**src/rtl/axil_cfg_arb_pkg.sv**
```systemverilog
// Shared definitions for the cfg-bus arbiter: FSM encoding, default abort data
// and a helper for index widths.
package axil_cfg_arb_pkg;

  typedef enum logic [1:0] {
    ST_IDLE  = 2'd0,
    ST_ISSUE = 2'd1,
    ST_WAIT  = 2'd2
  } arb_state_e;

  localparam logic [31:0] TIMEOUT_DATA_DEFAULT = 32'hDEAD_BEEF;

  // Width of an index into n slots; a single slot still gets one bit.
  function automatic int unsigned idx_width(input int unsigned n);
    return (n > 1) ? $clog2(n) : 1;
  endfunction

endpackage

```
**src/rtl/cfg_rr_arb.sv**
```systemverilog
// Round-robin selector: searches from the slot after the last grant and
// remembers the winner when the caller advances.
module cfg_rr_arb
  import axil_cfg_arb_pkg::*;
#(
  parameter int unsigned NUM_REQ = 2,
  localparam int unsigned IDX_W  = idx_width(NUM_REQ)
) (
  input  logic               clk_i,
  input  logic               reset_i,
  input  logic [NUM_REQ-1:0] req_i,
  input  logic               adv_i,
  output logic [NUM_REQ-1:0] grant_c_o,
  output logic [IDX_W-1:0]   grant_idx_c_o,
  output logic               valid_c_o
);

  logic [IDX_W-1:0] last_q;
  logic [IDX_W-1:0] last_d;

  always_comb begin
    int unsigned      cand_sum;
    logic [IDX_W-1:0] cand;
    logic             found;
    grant_c_o     = '0;
    grant_idx_c_o = '0;
    found         = 1'b0;
    cand_sum      = 0;
    cand          = '0;
    for (int unsigned i = 1; i <= NUM_REQ; i++) begin
      cand_sum = 32'(last_q) + i;
      if (cand_sum >= NUM_REQ) begin
        cand_sum = cand_sum - NUM_REQ;
      end
      cand = IDX_W'(cand_sum);
      if (!found && req_i[cand]) begin
        found           = 1'b1;
        grant_c_o[cand] = 1'b1;
        grant_idx_c_o   = cand;
      end
    end
    valid_c_o = found;
  end

  always_comb begin
    last_d = last_q;
    if (adv_i && valid_c_o) begin
      last_d = grant_idx_c_o;
    end
  end

  // Pointer starts on the last slot so slot 0 is searched first after reset.
  always_ff @(posedge clk_i or posedge reset_i) begin
    if (reset_i) begin
      last_q <= IDX_W'(NUM_REQ - 1);
    end else begin
      last_q <= last_d;
    end
  end

endmodule

```
**src/rtl/axil_cfg_arb.sv**
```systemverilog
// Arbitrates single-beat cfg-bus reads/writes from NUM_REQ requesters onto one
// target port, with per-requester pending slots and an ack timeout.
module axil_cfg_arb
  import axil_cfg_arb_pkg::*;
#(
  parameter int unsigned NUM_REQ        = 2,
  parameter int unsigned ADDR_WIDTH     = 32,
  parameter int unsigned DATA_WIDTH     = 32,
  parameter int unsigned TIMEOUT_CYCLES = 256,
  parameter logic [DATA_WIDTH-1:0] TIMEOUT_DATA = DATA_WIDTH'(TIMEOUT_DATA_DEFAULT)
) (
  input  logic                            clk_i,
  input  logic                            reset_i,
  input  logic [NUM_REQ*ADDR_WIDTH-1:0]   req_addr_i,
  input  logic [NUM_REQ*DATA_WIDTH-1:0]   req_wdata_i,
  input  logic [NUM_REQ-1:0]              req_wr_i,
  input  logic [NUM_REQ-1:0]              req_rd_i,
  output logic [NUM_REQ-1:0]              req_ack_o,
  output logic [NUM_REQ*DATA_WIDTH-1:0]   req_rdata_o,
  output logic [ADDR_WIDTH-1:0]           tgt_addr_o,
  output logic [DATA_WIDTH-1:0]           tgt_wdata_o,
  output logic                            tgt_wr_o,
  output logic                            tgt_rd_o,
  input  logic                            tgt_ack_i,
  input  logic [DATA_WIDTH-1:0]           tgt_rdata_i,
  output logic                            timeout_o
);

  localparam int unsigned IDX_W = idx_width(NUM_REQ);
  localparam int unsigned CNT_W = $clog2(TIMEOUT_CYCLES + 1);

  logic [NUM_REQ-1:0][ADDR_WIDTH-1:0] req_addr;
  logic [NUM_REQ-1:0][DATA_WIDTH-1:0] req_wdata;

  logic [NUM_REQ-1:0]                 pend_vld_q,   pend_vld_d;
  logic [NUM_REQ-1:0]                 pend_wr_q,    pend_wr_d;
  logic [NUM_REQ-1:0][ADDR_WIDTH-1:0] pend_addr_q,  pend_addr_d;
  logic [NUM_REQ-1:0][DATA_WIDTH-1:0] pend_wdata_q, pend_wdata_d;

  arb_state_e                         state_q,      state_d;
  logic [IDX_W-1:0]                   gnt_idx_q,    gnt_idx_d;
  logic [CNT_W-1:0]                   cnt_q,        cnt_d;
  logic [ADDR_WIDTH-1:0]              tgt_addr_q,   tgt_addr_d;
  logic [DATA_WIDTH-1:0]              tgt_wdata_q,  tgt_wdata_d;
  logic                               tgt_wr_q,     tgt_wr_d;
  logic                               tgt_rd_q,     tgt_rd_d;
  logic [NUM_REQ-1:0]                 req_ack_q,    req_ack_d;
  logic [NUM_REQ-1:0][DATA_WIDTH-1:0] req_rdata_q,  req_rdata_d;
  logic                               timeout_q,    timeout_d;

  logic [NUM_REQ-1:0] arb_grant;
  logic [IDX_W-1:0]   arb_idx;
  logic               arb_valid;
  logic               arb_adv;

  assign req_addr  = req_addr_i;
  assign req_wdata = req_wdata_i;

  cfg_rr_arb #(
    .NUM_REQ (NUM_REQ)
  ) u_rr_arb (
    .clk_i         (clk_i),
    .reset_i       (reset_i),
    .req_i         (pend_vld_q),
    .adv_i         (arb_adv),
    .grant_c_o     (arb_grant),
    .grant_idx_c_o (arb_idx),
    .valid_c_o     (arb_valid)
  );

  always_comb begin
    logic                  cpl;
    logic [DATA_WIDTH-1:0] cpl_data;
    logic [ADDR_WIDTH-1:0] sel_addr;
    logic [DATA_WIDTH-1:0] sel_wdata;
    logic                  sel_wr;

    state_d      = state_q;
    gnt_idx_d    = gnt_idx_q;
    cnt_d        = cnt_q;
    tgt_addr_d   = tgt_addr_q;
    tgt_wdata_d  = tgt_wdata_q;
    tgt_wr_d     = 1'b0;
    tgt_rd_d     = 1'b0;
    req_ack_d    = '0;
    req_rdata_d  = req_rdata_q;
    timeout_d    = 1'b0;
    pend_vld_d   = pend_vld_q;
    pend_wr_d    = pend_wr_q;
    pend_addr_d  = pend_addr_q;
    pend_wdata_d = pend_wdata_q;
    arb_adv      = 1'b0;
    cpl          = 1'b0;
    cpl_data     = '0;
    sel_addr     = '0;
    sel_wdata    = '0;
    sel_wr       = 1'b0;

    // One-hot mux of the winning pending slot.
    for (int unsigned k = 0; k < NUM_REQ; k++) begin
      if (arb_grant[k]) begin
        sel_addr  = sel_addr  | pend_addr_q[k];
        sel_wdata = sel_wdata | pend_wdata_q[k];
        sel_wr    = sel_wr    | pend_wr_q[k];
      end
    end

    case (state_q)
      ST_IDLE: begin
        if (arb_valid) begin
          state_d     = ST_ISSUE;
          arb_adv     = 1'b1;
          gnt_idx_d   = arb_idx;
          tgt_addr_d  = sel_addr;
          tgt_wdata_d = sel_wdata;
          tgt_wr_d    = sel_wr;
          tgt_rd_d    = !sel_wr;
          cnt_d       = '0;
        end
      end
      ST_ISSUE, ST_WAIT: begin
        state_d = ST_WAIT;
        cnt_d   = cnt_q + CNT_W'(1);
        // A target ack on the expiry cycle takes priority over the abort.
        if (tgt_ack_i) begin
          cpl      = 1'b1;
          cpl_data = tgt_rdata_i;
        end else if (cnt_q == CNT_W'(TIMEOUT_CYCLES - 1)) begin
          cpl       = 1'b1;
          cpl_data  = TIMEOUT_DATA;
          timeout_d = 1'b1;
        end
      end
      default: state_d = ST_IDLE;
    endcase

    if (cpl) begin
      state_d                = ST_IDLE;
      cnt_d                  = '0;
      req_ack_d[gnt_idx_q]   = 1'b1;
      req_rdata_d[gnt_idx_q] = cpl_data;
      pend_vld_d[gnt_idx_q]  = 1'b0;
    end

    // Capture new pulses only into free slots; write wins over read.
    for (int unsigned k = 0; k < NUM_REQ; k++) begin
      if (!pend_vld_q[k] && (req_wr_i[k] || req_rd_i[k])) begin
        pend_vld_d[k]   = 1'b1;
        pend_wr_d[k]    = req_wr_i[k];
        pend_addr_d[k]  = req_addr[k];
        pend_wdata_d[k] = req_wdata[k];
      end
    end
  end

  always_ff @(posedge clk_i or posedge reset_i) begin
    if (reset_i) begin
      state_q      <= ST_IDLE;
      gnt_idx_q    <= '0;
      cnt_q        <= '0;
      tgt_addr_q   <= '0;
      tgt_wdata_q  <= '0;
      tgt_wr_q     <= 1'b0;
      tgt_rd_q     <= 1'b0;
      req_ack_q    <= '0;
      req_rdata_q  <= '0;
      timeout_q    <= 1'b0;
      pend_vld_q   <= '0;
      pend_wr_q    <= '0;
      pend_addr_q  <= '0;
      pend_wdata_q <= '0;
    end else begin
      state_q      <= state_d;
      gnt_idx_q    <= gnt_idx_d;
      cnt_q        <= cnt_d;
      tgt_addr_q   <= tgt_addr_d;
      tgt_wdata_q  <= tgt_wdata_d;
      tgt_wr_q     <= tgt_wr_d;
      tgt_rd_q     <= tgt_rd_d;
      req_ack_q    <= req_ack_d;
      req_rdata_q  <= req_rdata_d;
      timeout_q    <= timeout_d;
      pend_vld_q   <= pend_vld_d;
      pend_wr_q    <= pend_wr_d;
      pend_addr_q  <= pend_addr_d;
      pend_wdata_q <= pend_wdata_d;
    end
  end

  assign req_ack_o   = req_ack_q;
  assign req_rdata_o = req_rdata_q;
  assign tgt_addr_o  = tgt_addr_q;
  assign tgt_wdata_o = tgt_wdata_q;
  assign tgt_wr_o    = tgt_wr_q;
  assign tgt_rd_o    = tgt_rd_q;
  assign timeout_o   = timeout_q;

endmodule

```
**config.mk**
```make
export PLATFORM = sky130hd
export DESIGN_NAME = axil_cfg_arb
export DESIGN_NICKNAME = d
export VERILOG_FILES = /design/src/rtl/axil_cfg_arb_pkg.sv /design/src/rtl/cfg_rr_arb.sv /design/src/rtl/axil_cfg_arb.sv
export SDC_FILE = /design/constraint.sdc
export NUM_CORES = 1
export LEC_CHECK = 0
export CORE_MARGIN = 3
export CORE_UTILIZATION = 48
export DETAILED_ROUTE_END_ITERATION = 10
export GPL_TIMING_DRIVEN = 0
export PLACE_DENSITY = 0.89
export SLEW_MARGIN = 5
export SYNTH_ARGS = -nofsm -noshare
export SYNTH_HDL_FRONTEND = slang
export SYNTH_SLANG_ARGS = --single-unit
```
**constraint.sdc**
```tcl
create_clock -name clk_i -period 10 [get_ports clk_i]
set_input_delay 1 -clock clk_i [delete_from_list [all_inputs] [get_ports clk_i]]
set_output_delay 1 -clock clk_i [all_outputs]
set_load 0.05 [all_outputs]
```
# Yosys cells after proc, flatten, opt, wreduce, memory -nomap -nowiden
# Cells that the tools add are included.
# totals
register_bits	278
output_inout_bits	133
elab_cells	114
input_bits	167
# classes
mux	51
n_lt_le_gt_ge	8
bitwise	6
n_addsub	5
n_eq_ne	4
reduce_logical	20
# ops
cell	n
2-to-1 mux 32 bit	8
bitwise mux 64 bit	1
OR 32 bit	2
demux 32 bit (select 1 bit)	1
2-to-1 mux 1 bit	28
2-to-1 mux 9 bit	2
one-hot mux 9 bit (2 select lines)	1
2-to-1 mux 2 bit	6
adder 9 x 1 -> 9 bit (second input constant)	1
equality test 9 x 8 -> 1 bit (second input constant)	1
logical AND 1 bit	7
less-than comparator 1 x 2 -> 1 bit (second input constant)	3
logical NOT 1 bit	4
one-hot mux 2 bit (2 select lines)	1
AND reduction 2 bit	2
nonzero test 2 bit	2
adder 1 x 2 -> 3 bit (second input constant)	1
demux 1 bit (select 1 bit)	3
greater-or-equal comparator 1 bit (second input constant)	3
greater-or-equal comparator 3 x 2 -> 1 bit (second input constant)	1
inequality test 3 x 2 -> 1 bit (second input constant)	1
nonzero test 3 bit	1
adder 1 x 1 -> 2 bit (second input constant)	1
bitwise AND 2 bit	1
10 further kinds	12

# Logic depth before layout (Yosys ltp)
# Gate-level depths: netlist of run 1.
# depth
depth_word	16
ltp_mapped	11
mapped_depth_nobuf	9

# Cells and area by module
# From an unflattened synthesis of run 1, not the netlist that was laid out.
# unflattened
hier_cells	880
hier_area_um2	10915.5
# by_module_without_submodules
module	area_each_um2	instances	cells_each	seq_area_each_um2
axil_cfg_arb	10841.6	1	871	6931.6
cfg_rr_arb	73.8	1	9	26.3

# Worst setup path after synthesis of run 1
# No wires, ideal clock.
# synth_path
path_type	register to register
start	reg cnt_q[0]
end	reg req_rdata_q (netlist bit req_rdata_o[15])
path_buffers	2
required_ps	9917
arrival_ps	2086
stages_incl_launch_ff	12
synth_period_minus_slack_ps	2169
path_slack_ps	7831
setup_ps	83
path_cell_list	dfrtp_1 -> ha_1 -> and3_1 -> nand3_1 -> nor2_1 -> ha_1 -> o21ai_1 -> or2_1 -> buf_2 -> buf_2 -> nand2_1 -> o21ai_0
# synth_via
elab_chain_len	5
elab_cells_between_ends	8
classes_between	eq/ne (1); mux (7)
# synth_lines
item	line_no	text
start: declaration	axil_cfg_arb.sv:42	logic [CNT_W-1:0] cnt_q, cnt_d;
start signal: assignment	axil_cfg_arb.sv:175	cnt_q <= cnt_d;
equality test 9 x 8 -> 1 bit (*)	axil_cfg_arb.sv:128	end else if (cnt_q == CNT_W'(TIMEOUT_CYCLES - 1)) begin
2-to-1 mux 32 bit	axil_cfg_arb.sv:128	
2-to-1 mux 32 bit	axil_cfg_arb.sv:125	if (tgt_ack_i) begin
2-to-1 mux 32 bit	axil_cfg_arb.sv:108	case (state_q)
bitwise mux 64 bit	axil_cfg_arb.sv:141	req_rdata_d[gnt_idx_q] = cpl_data;
end signal: assignment	axil_cfg_arb.sv:181	req_rdata_q <= req_rdata_d;
end: declaration	axil_cfg_arb.sv:48	logic [NUM_REQ-1:0][DATA_WIDTH-1:0] req_rdata_q, req_rdata_d;
# Every way passes the cells marked *; elsewhere a longest branch is shown, timed or not.
# A chain may end at the register's enable or synchronous reset.

# Worst setup path in the final report of run 1
# layout_path
start	reg req_rdata_q (netlist bit req_rdata_o[29])
end	out req_rdata_o[29]
# layout_rtl
item	line_no	text
end: declaration	axil_cfg_arb.sv:19	output logic [NUM_REQ*DATA_WIDTH-1:0] req_rdata_o,
# No word-level cell between the ends.

==> metrics.md, run 1 <==
| Metric | Value |
|---|---|
| CP Capture Type | output pin |
| NetSw | 2540 uW |
| Nets@finish | 1311 |
| CP bufs+invs | 1 |
| Distinct cell type count of the synthesized netlist | 37 |
| Vias in the first global route | 8585 |
| Final worst setup slack | 7200 ps |
| Grt total ovfl | 0 |
| Final wirelength | 30400 um |
| Pint | 3570 uW |
| Min-delay worst type | reg2reg |
| Synthesis-stage register bit count | 278 |
| Placer Congestion | 0.796 |
| CORE AREA | 0.0222 sq mm |
| Initial antenna violation count | 2 |
| RSZ-0062 raised after global routing | no |
| ANT nets after route | 0 |
| Slew headroom | 54.7% |
| Share of cells above drive strength 1 | 19.5% |
| Fraction of registers with async set/reset | 100% |
| I/O pins | 300 |
| Power Dens Cells | 397 mW/mm^2 |
| Clock-pin slew on the worst setup and hold paths | 60 ps |
| Crit-path max cell delay | 860 ps |
| Tot GR Track Use | 24.3% |
| Switching Fraction | 41.5% |
| Peak supply drop | 0.260 mV |
| Skew final | 15.6 ps |
| Synth top area share | 62.9% |
| Via count | 7841 |
| Synthesized area | 0.0110 sq mm |
| Sequential Power Share | 32.9% |
| Router iterations before antenna repair | 5 |
| Critical Path RT | 9000 ps |
| CP max-delay cell | clkdlybuf4s50_1 |
| Initial DRC Count | 408 |
| Status | finished clean |
| Clock share of power | 17.8% |
| Sequential element share of the synthesized area | 63.2% |
| Largest area contributor in the netlist | dfrtp_1 |
| Max-slew violations | 0 |
| Final setup viols | 0 |
| CTS max path bufs | 3 |
| DR WL/cell | 21.0 um |
| Largest net degree at the start of global routing | 126 |
| Root buf cell | clkbuf_16 |
| Latest clock arrival within the worst-skew pair | 540 ps |
| Warnings, synthesis | 0 |
| DRC violations left | 0 |
| Combinational share of power | 49.3% |
| CP Max Fanout | 2 |
| Vias per cell | 5.43 |
| Fill cells | 1519 |
| Max Cap Violations | 0 |
| Critical path cell sequence | clkdlybuf4s50_1 |
| CTS tree | built |
| Crit path DAT | 1800 ps |
| Leakage | 0.00705 uW |
| Die Y | 157 um |
| Crit Path Category | reg2out |
| Hpwl dp | 21300 um |
| FMAX | 0.357 GHz |
| Period utilization | 28.0% |
| Primary FF master, synth | dfrtp_1 |
| Post-Place Worst Slack | 7200 ps |
| Initial Util | 49.7% |
| Setup Buffers After CTS | 0 |
| # hold bufs at CTS | 0 |
| H-tree depth | 1 |
| TNS Setup | 0 ps |
| # clock sinks | 278 |
| Layout area overhead | 39.8% |
| Port bufs | 299 |
| Die area | 0.0248 sq mm |
| TritonCTS Buffers | 29 |
| Synth Area per Inst | 13.6 sq um |
| Crit path time final | 2800 ps |
| First-pass GRT wire length | 47400 um |
| Final hold violations | 0 |
| Number of synthesized flops with an enable pin | 0 |
| Cells after Synth | 808 |
| Commonest cells in the synthesized netlist | dfrtp_1, mux2_2, a22o_1 |
| Die width | 157 um |
| Worst-margin pin slew | 677 ps |
| Startpoint Class | flop |
| Area contributors post-synth | dfrtp_1, mux2_2, a22o_1 |
| Top-count cell post-synth | dfrtp_1 |
| Crit path max-delay family | buffers and inverters |
| Row count | 54 |
| Syn Nets | 979 |
| CTS-repair resized insts | 0 |
-- cell families after synthesis --
| group | synth area share [%] |
|---|---|
| AO/OA/AOI/OAI | 14.7 |
| flip-flops | 63.2 |
| adder cells (fa/ha/maj) | 0.454 |
| AND/OR/NAND/NOR | 4.95 |
| buffers and inverters | 3.33 |
| multiplexers | 13.4 |
-- per-stage QoR --
step / hold slack, ps / power (uW) / area, sq um / utilization [%] / std cells
6_report: 473 / 6110 / 15400 / 69.5 / 1445
4_1_cts: 474 / 6150 / 15400 / 69.4 / 1443
5_1_grt: 488 / 6420 / 15400 / 69.5 / 1445
2_1_floorplan: 444 / 4020 / 11000 / - / 808
3_3_place_gp: 445 / 4910 / 14400 / 64.8 / 1387
3_5_place_dp: 458 / 5020 / 14400 / 65.1 / 1389
-- sequential cells by signal, summed over array words and instances (netlist names), 2 cells and up --
signal        cells
pend_wdata_q     64
tgt_addr_o       32
cnt_q             9
pend_wr_q         2
req_rdata_o      64
pend_addr_q      64
req_ack_o         2
tgt_wdata_o      32
pend_vld_q        2
state_q           2
-- power by group through the flow --
stage	Sequential [uW]	Clock [uW]	Combinational (uW)
2_1_floorplan	2840	0	1180
3_3_place_gp	1980	0	2930
3_5_place_dp	2010	0	3010
4_1_cts	2010	1110	3040
6_report	2010	1090	3010
5_1_grt	2070	1160	3200
-- cell usage in the layout, fill, tap and decap left out, drive strengths merged, types with 2 or more instances in the layout --
cell / instances
a21oi: 2
o31ai: 6
nor2: 6
bufinv: 3
buf: 40
clkbuf: 53
clkinv: 8
a31oi: 3
nand3: 5
diode: 2
clkdlybuf4s50: 299
mux2: 130
a22oi: 3
and3: 3
and2: 3
nand2: 61
inv: 10
o21ai: 61
a21boi: 2
a21o: 64
o21bai: 2
dfrtp: 277
nor2b: 24
nand2b: 3
a22o: 78
clkinvlp: 3
ha: 4
-- layer usage --
layer	track usage, %	routed length, um	up-vias	share of wire, %
li1	-	-	3555	-
met2	42.5	15500	272	51
met4	7.81	892	0	2.9
met5	0	0	-	0
met1	29.7	11800	3953	39
met3	5.91	2220	61	7.3
-- worst paths after layout --
| kind | startpoint | end | slack [ps] | cells after the start |
|---|---|---|---|---|
| max | req_rdata_o[29]$_DFFE_PP0P_ | req_rdata_o[29] | 7200 | 1 |
| max reg2reg | cnt_q[0]$_DFFE_PP0P_ | req_rdata_o[7]$_DFFE_PP0P_ | 7270 | 11 |
| min in group asynchronous | reset_i | pend_addr_q[58]$_DFFE_PP0P_ | 900 | 2 |
| min | pend_addr_q[13]$_DFFE_PP0P_ | tgt_addr_o[13]$_DFFE_PP0P_ | 470 | 1 |
| max in group asynchronous | reset_i | tgt_wdata_o[19]$_DFFE_PP0P_ | 8120 | 3 |
| min reg2reg | pend_addr_q[13]$_DFFE_PP0P_ | tgt_addr_o[13]$_DFFE_PP0P_ | 470 | 1 |
-- area by class of cell --
class / instances / area [sq um] / share of cell area, %
Tap cell: 280 / 350 / 2.28
Clock buffer: 38 / 800 / 5.19
Buffer: 53 / 337 / 2.19
Clock inverter: 16 / 170 / 1.11
Antenna cell: 2 / 5.00 / 0.0325
Timing Repair Buffer: 301 / 3050 / 19.8
Sequential cell: 278 / 6960 / 45.2
Multi-Input combinational cell: 469 / 3690 / 24.0
Inverter: 8 / 37.5 / 0.244
Note: power is estimated with default switching activity, not from simulation.
==> inputs of run 2 (changes only) <==
--- a/config.mk
+++ b/config.mk
@@ -6,10 +6,10 @@
 export NUM_CORES = 1
 export LEC_CHECK = 0
 export CORE_MARGIN = 3
-export CORE_UTILIZATION = 48
+export CORE_UTILIZATION = 44
 export DETAILED_ROUTE_END_ITERATION = 10
 export GPL_TIMING_DRIVEN = 0
-export PLACE_DENSITY = 0.89
+export PLACE_DENSITY = 0.86
 export SLEW_MARGIN = 5
 export SYNTH_ARGS = -nofsm -noshare
 export SYNTH_HDL_FRONTEND = slang
==> constraint.sdc (replaced) <==
create_clock -name clk_i -period 2.4 [get_ports clk_i]
set_input_delay 0.24 -clock clk_i [delete_from_list [all_inputs] [get_ports clk_i]]
set_output_delay 0.24 -clock clk_i [all_outputs]
set_load 0.05 [all_outputs]
==> run 2 against run 1 <==
Against the previous run:
- first-iteration DRC count is 50% higher
- design area is 2.1% higher
- critical path depth up 10
- die area is 8.7% higher
- combinational power rose to 4.2 times the previous value
- utilization down 5.2 points
- hold slack got worse by 370 ps
- register-to-register slack worse by 7100 ps
- non-clock buffer count increased by 9
- sequential power grew to 4.1 times the previous value
- sequential share of layout area decreased by 0.94 points
- clock power rose to 4.6 times the previous value
- largest power group unchanged
- highest routed layer is now met5
==> metrics.md, run 2 (same netlist as run 1, synthesis figures left out) <==
| Metric | Value |
|---|---|
| Status | finished clean |
| Min-delay worst type | in2async |
| Vias in the first global route | 8531 (-0.63%) |
| Startpoint Class | flop |
| Die width | 164 um (+4.3%) |
| FMAX | 0.445 GHz |
| Crit path time final | 2250 ps |
| ANT nets after route | 0 (unchanged) |
| Final setup viols | 0 (unchanged) |
| Most frequent cells in the layout | clkdlybuf4s50_1, dfrtp_1, mux2_2, a22o_1, a21o_1 |
| CTS tree | built |
| H-tree depth | 1 (unchanged) |
| Layout area overhead | 42.7% |
| Critical path cell sequence | ha_2 -> and3_4 -> nand3_1 -> nor2_2 -> ha_4 -> o21ai_2 -> or2_4 -> buf_4 -> buf_4 -> nand2_1 -> o21ai_0 |
| Fin cells | 1496 (+3.5%) |
| Initial DRC Count | 610 (+50%) |
| Max-slew violations | 0 (unchanged) |
| Worst R2R Setup Slack | 150 ps (-7120 ps) |
| Placer Congestion | 0.806 (+1.2%) |
| Final hold violations | 0 (unchanged) |
| Port bufs | 299 (unchanged) |
| Period utilization | 93.6% |
| WHS | 107 ps (-366 ps) |
| Max Cap Violations | 0 (unchanged) |
| DR WL/cell | 20.1 um (-4.3%) |
| Skew final | 12.5 ps (-3.08 ps) |
| RR Startpoint | cnt_q[0]$_DFFE_PP0P_ |
| Clock-pin slew on the worst setup and hold paths | 60 ps (about the same) |
| Share of cells above drive strength 1 | 21.0% (+1.5 points) |
| Die Y | 164 um (+4.3%) |
| Die area | 0.0270 sq mm (+8.7%) |
| I/O pins | 300 (unchanged) |
| Inst Count DP | 1438 (+3.5%) |
| Fill cells | 1724 (+13%) |
| First-pass GRT wire length | 46100 um (-2.7%) |
| Crit Path Category | reg2reg |
| Router iterations before antenna repair | 6 (+1) |
| Leakage | 0.00718 uW (+1.8%) |
| Initial antenna violation count | 2 (unchanged) |
| Most common cell on crit path | buf_4 |
| Grt total ovfl | 0 (unchanged) |
| CP Max Fanout | 10 (+8) |
| # clock sinks | 278 (unchanged) |
| CP Capture Type | flop |
| Tot GR Track Use | 21.7% (-2.6 points) |
| Crit-path max cell delay | 360 ps (-500 ps) |
| CORE AREA | 0.0245 sq mm (+10%) |
| Latest clock arrival within the worst-skew pair | 540 ps (about the same) |
| Crit path from | cnt_q[0]$_DFFE_PP0P_ |
| Worst-margin pin slew | 749 ps (+71.8 ps) |
| Slew headroom | 49.7% (-5.0 points) |
| Finished Core Util | 64.3% (-5.2 points) |
| Peak supply drop | 1.12 mV (+330%) |
| Largest net degree at the start of global routing | 42 (-67%) |
| CP max-delay cell | dfrtp_1 |
| Crit path DAT | 2660 ps (+860 ps) |
| Final worst setup slack | 153 ps (-7040 ps) |
| Vias per cell | 5.34 (-1.7%) |
| Critical Path RT | 2810 ps (-6190 ps) |
| Power Dens Cells | 1650 mW/mm^2 (+320%) |
| Post-Place Worst Slack | -276 ps (-7480 ps) |
| DRC violations left | 0 (unchanged) |
| Row count | 57 (+5.6%) |
| Nets@finish | 1321 (+0.76%) |
| TritonCTS Buffers | 30 (+3.4%) |
| Via count | 7983 (+1.8%) |
| Leading cell type in the layout, fill and taps excluded | clkdlybuf4s50_1 |
| Multi-input logic area | 0.00372 sq mm (+0.78%) |
| Root buf cell | clkbuf_16 |
| Register area | 0.00696 sq mm (unchanged) |
| Initial Util | 45.0% (-4.7 points) |
| Hpwl dp | 21100 um (-0.58%) |
| CTS max path bufs | 3 (unchanged) |
| Final wirelength | 30100 um (-0.90%) |
run 2: cell types whose count changed in the layout (fill, tap and decap cells not counted), moves of 2 or more:
cell       before  now
buf_12          0    7
buf_16          2    0
buf_2          23   19
buf_4           8   15
bufinv_16       3    6
clkbuf_1       20   15
clkbuf_16      29   31
clkbuf_2        0    5
clkinv_2        8    4
ha_1            4    2
inv_6           2    0
run 2: layout make-up:
class | instances | area share, %
inverters | 8 | 0.215
well taps | 324 | 2.58
flip-flops and latches | 278 | 44.3
plain buffers | 53 | 2.27
clock buffers | 40 | 5.40
clock inverters | 13 | 1.48
repair buffers | 310 | 20.1
diodes | 1 | 0.0159
multi-input cells | 469 | 23.6
run 2: metrics by stage:
| stage | power, uW | cell area [sq um] | setup TNS, ps |
|---|---|---|---|
| after floorplan | 16700 | 11000 | -421170 |
| after global placement | 20500 | 14400 | -945280 |
| after detailed placement | 20900 | 14600 | -6870 |
| after CTS | 26100 | 15700 | 0 |
| after global routing | 27200 | 15700 | -59.2 |
| final | 25900 | 15700 | 0 |
run 2: path summary, 6_finish.rpt:
kind,end,depth (start not counted)
max reg2reg,req_rdata_o[23]$_DFFE_PP0P_,11
min reg2reg,tgt_wdata_o[28]$_DFFE_PP0P_,1
max in group asynchronous,tgt_wdata_o[4]$_DFFE_PP0P_,5
min,req_rdata_o[40]$_DFFE_PP0P_,2
max,req_rdata_o[23]$_DFFE_PP0P_,11
min in group clk_i,pend_wdata_q[44]$_DFFE_PP0P_,2
run 2: what timing repair did:
item	CTS	global route
cloned	0	0
setup endpoints to repair	62	67
pin swaps	1	2
hold buffers	0	0
resized for setup	5	19
buffers inserted	2	2
hold endpoints to repair	0	0
run 2: routing by layer:
metal / global-route usage [%] / wire, um / share of wire [%] / vias up
met5: 0 / 13 / 0.043 / -
met2: 38.2 / 15300 / 51 / 270
li1: - / - / - / 3567
met3: 5.25 / 2180 / 7.2 / 54
met1: 26.6 / 11800 / 39 / 4090
met4: 5.96 / 817 / 2.7 / 2
run 2: worst max-delay path: cells and delay by family (launching register included):
kind            cells  cell delay, ps
compound gates      2             180
fa+ha+maj           2             390
buf+inv             2             380
flops               1             360
simple gates        5             810
run 2: where the power goes:
| part | switching [uW] | total, uW | internal, uW | leakage (uW) |
|---|---|---|---|---|
| combinational | 7370 | 12600 | 5230 | 0.00330 |
| sequential | 1280 | 8330 | 7040 | 0.00335 |
| clock | 1860 | 4990 | 3120 | 0.000528 |
==> inputs of run 3 (changes only) <==
--- a/config.mk
+++ b/config.mk
@@ -8,9 +8,9 @@
 export CORE_MARGIN = 3
 export CORE_UTILIZATION = 44
 export DETAILED_ROUTE_END_ITERATION = 10
+export GPL_ROUTABILITY_DRIVEN = 0
 export GPL_TIMING_DRIVEN = 0
 export PLACE_DENSITY = 0.86
-export SLEW_MARGIN = 5
 export SYNTH_ARGS = -nofsm -noshare
 export SYNTH_HDL_FRONTEND = slang
 export SYNTH_SLANG_ARGS = --single-unit
==> run 3 against run 2 <==
Against the previous run:
- sequential power is essentially flat
- critical path type unchanged
- highest routed layer unchanged
- largest power group unchanged
- register-to-register slack is essentially flat
- die area is the same
==> metrics.md, run 3 (same netlist as run 1, synthesis figures left out) <==
| Metric | Value |
|---|---|
| FMAX | 0.444 GHz (-0.28%) |
| Leakage | 0.00715 uW (-0.51%) |
| # clock sinks | 278 (unchanged) |
| Crit path DAT | 2650 ps (about the same) |
| Switching Fraction | 40.9% (+0.34 points) |
| FF-to-FF path depth | 11 (unchanged) |
| Sequential Power Share | 32.6% (+0.5 points) |
| Initial antenna violation count | 1 (-1) |
| Min-delay src | req_wdata_i[44] |
| Most frequent cells in the layout | clkdlybuf4s50_1, dfrtp_1, mux2_2, a22o_1, a21o_1 |
| Power Dens Cells | 1630 mW/mm^2 (-1.0%) |
| Skew final | 10.7 ps (-1.79 ps) |
| Leading cell type in the layout, fill and taps excluded | clkdlybuf4s50_1 |
| Slew headroom | 56.0% (+6.3 points) |
| Crit-path max cell delay | 400 ps (+40 ps) |
| Port bufs | 299 (unchanged) |
| Nets@finish | 1322 (+0.076%) |
| Clock-pin slew on the worst setup and hold paths | 60 ps (about the same) |
| Vias in the first global route | 8681 (+1.8%) |
| CP Max Fanout | 10 (unchanged) |
| Hold path depth | 2 |
| Final wirelength | 29800 um (-0.77%) |
| Share of cells above drive strength 1 | 20.6% (-0.43 points) |
| Via count | 7981 (-0.025%) |
| Hold Path Sink | pend_wdata_q[44]$_DFFE_PP0P_ |
| CP Capture Type | flop |
| Root buf cell | clkbuf_16 |
| Crit Path Category | reg2reg |
| TritonCTS Buffers | 30 (unchanged) |
| Pint | 15100 uW (-2.1%) |
| Row count | 57 (unchanged) |
| TNS Setup | 0 ps (unchanged) |
| Peak supply drop | 1.09 mV (-2.8%) |
| Tot GR Track Use | 22.0% (+0.34 points) |
| Die area | 0.0270 sq mm (unchanged) |
| Initial DRC Count | 550 (-9.8%) |
| Grt total ovfl | 0 (unchanged) |
| CP max-delay cell | dfrtp_1 |
| Die width | 164 um (unchanged) |
| Largest net degree at the start of global routing | 45 (+7.1%) |
| Combinational share of power | 49.3% (+0.7 points) |
| First-pass GRT wire length | 46900 um (+1.6%) |
| Period utilization | 93.9% (+0.26 points) |
| Hpwl dp | 21200 um (+0.41%) |
| Critical R2R Capture | req_rdata_o[23]$_DFFE_PP0P_ |
| Worst-margin pin slew | 655 ps (-93.7 ps) |
| Critical Path RT | 2800 ps (about the same) |
| Inst Count DP | 1438 (unchanged) |
| Finished Core Util | 64.0% (-0.30 points) |
| Latest clock arrival within the worst-skew pair | 540 ps (about the same) |
| Startpoint Class | flop |
| Final setup viols | 0 (unchanged) |
| N_diodes | 0 (-1) |
| Max-slew violations | 0 (unchanged) |
| Vias per cell | 5.34 (about the same) |
| Status | finished clean |
| NetSw | 10400 uW (-0.68%) |
| CTS max path bufs | 3 (unchanged) |
| CORE AREA | 0.0245 sq mm (unchanged) |
| DR WL/cell | 20.0 um (-0.70%) |
| Critical path cell sequence | ha_4 -> and3_4 -> nand3_1 -> nor2_2 -> ha_4 -> o21ai_2 -> or2_4 -> buf_4 -> buf_4 -> nand2_1 -> o21ai_0 |
| RR Startpoint | cnt_q[0]$_DFFE_PP0P_ |
| ANT nets after route | 0 (unchanged) |
| Router iterations before antenna repair | 4 (-2) |
| Layout area overhead | 42.1% |
| Final hold violations | 0 (unchanged) |
| Die Y | 164 um (unchanged) |
| Worst R2R Setup Slack | 150 ps (about the same) |
| Crit path time final | 2250 ps (+6.32 ps) |
| CTS tree | built |
| H-tree depth | 1 (unchanged) |
| Max Cap Violations | 0 (unchanged) |
| DRC violations left | 0 (unchanged) |
| Fin cells | 1495 (-0.067%) |
| Clock share of power | 18.0% (-1.2 points) |
| Initial Util | 45.0% (unchanged) |
| CP bufs+invs | 2 (unchanged) |
| Min-delay worst type | in2reg |
| I/O pins | 300 (unchanged) |
| Crit path max-delay family | simple AND/OR/NAND/NOR gates |
==> run 3: layout make-up <==
cell class | instances | area [sq um]
plain buffers | 53 | 353
clock buffers | 46 | 912
clock inverters | 6 | 83.8
fillers | 1744 | 8820
inverters | 8 | 33.8
multi-input cells | 469 | 3730
flip-flops and latches | 278 | 6960
well taps | 324 | 405
repair buffers | 311 | 3170
==> run 3: metal layers <==
| layer | track usage [%] | vias to the layer above | wire (um) |
|---|---|---|---|
| li1 | - | 3568 | - |
| met1 | 27.2 | 4091 | 11800 |
| met2 | 38.3 | 251 | 15100 |
| met3 | 5.35 | 69 | 2060 |
| met4 | 6.57 | 2 | 860 |
| met5 | 0 | - | 20 |
==> run 3: power groups by stage <==
stage	logic [uW]	registers, uW	clock network (uW)
6_report	12600	8330	4610
3_5_place_dp	12600	8360	0
2_1_floorplan	4900	11800	0
5_1_grt	13400	8580	4920
3_3_place_gp	12300	8270	0
4_1_cts	12700	8310	4710
==> run 3: stage by stage <==
stage	hold slack [ps]	area [sq um]	total power, uW	worst slack, ps
2_1_floorplan	373	11000	16700	-1520
3_3_place_gp	447	14400	20500	-3410
3_5_place_dp	458	14600	20900	-274
4_1_cts	283	15600	25700	9.12
5_1_grt	297	15600	26900	-15.3
6_report	305	15600	25500	147
==> run 3: how the worst max path moves through the flow <==
stage                     cells past startpoint                            to                 start  slack [ps]
after floorplan                               1          cnt_q[0]$_DFFE_PP0P_               reset_i       -1520
after global placement                        2  pend_wdata_q[54]$_DFFE_PP0P_               reset_i       -3410
after detailed placement                     11   req_rdata_o[11]$_DFFE_PP0P_  cnt_q[0]$_DFFE_PP0P_        -270
after CTS                                    10   req_rdata_o[51]$_DFFE_PP0P_  cnt_q[0]$_DFFE_PP0P_           9
after global routing                         11   req_rdata_o[23]$_DFFE_PP0P_  cnt_q[0]$_DFFE_PP0P_         -20
final                                        11   req_rdata_o[23]$_DFFE_PP0P_  cnt_q[0]$_DFFE_PP0P_         150
==> run 3: what timing repair did <==
item | CTS | global route
hold endpoints to repair | 3 | 0
hold buffers | 1 | 0
pin swaps | 1 | 3
resized for setup | 6 | 13
setup buffers | 2 | 2
endpoints found under the setup margin | 62 | 68
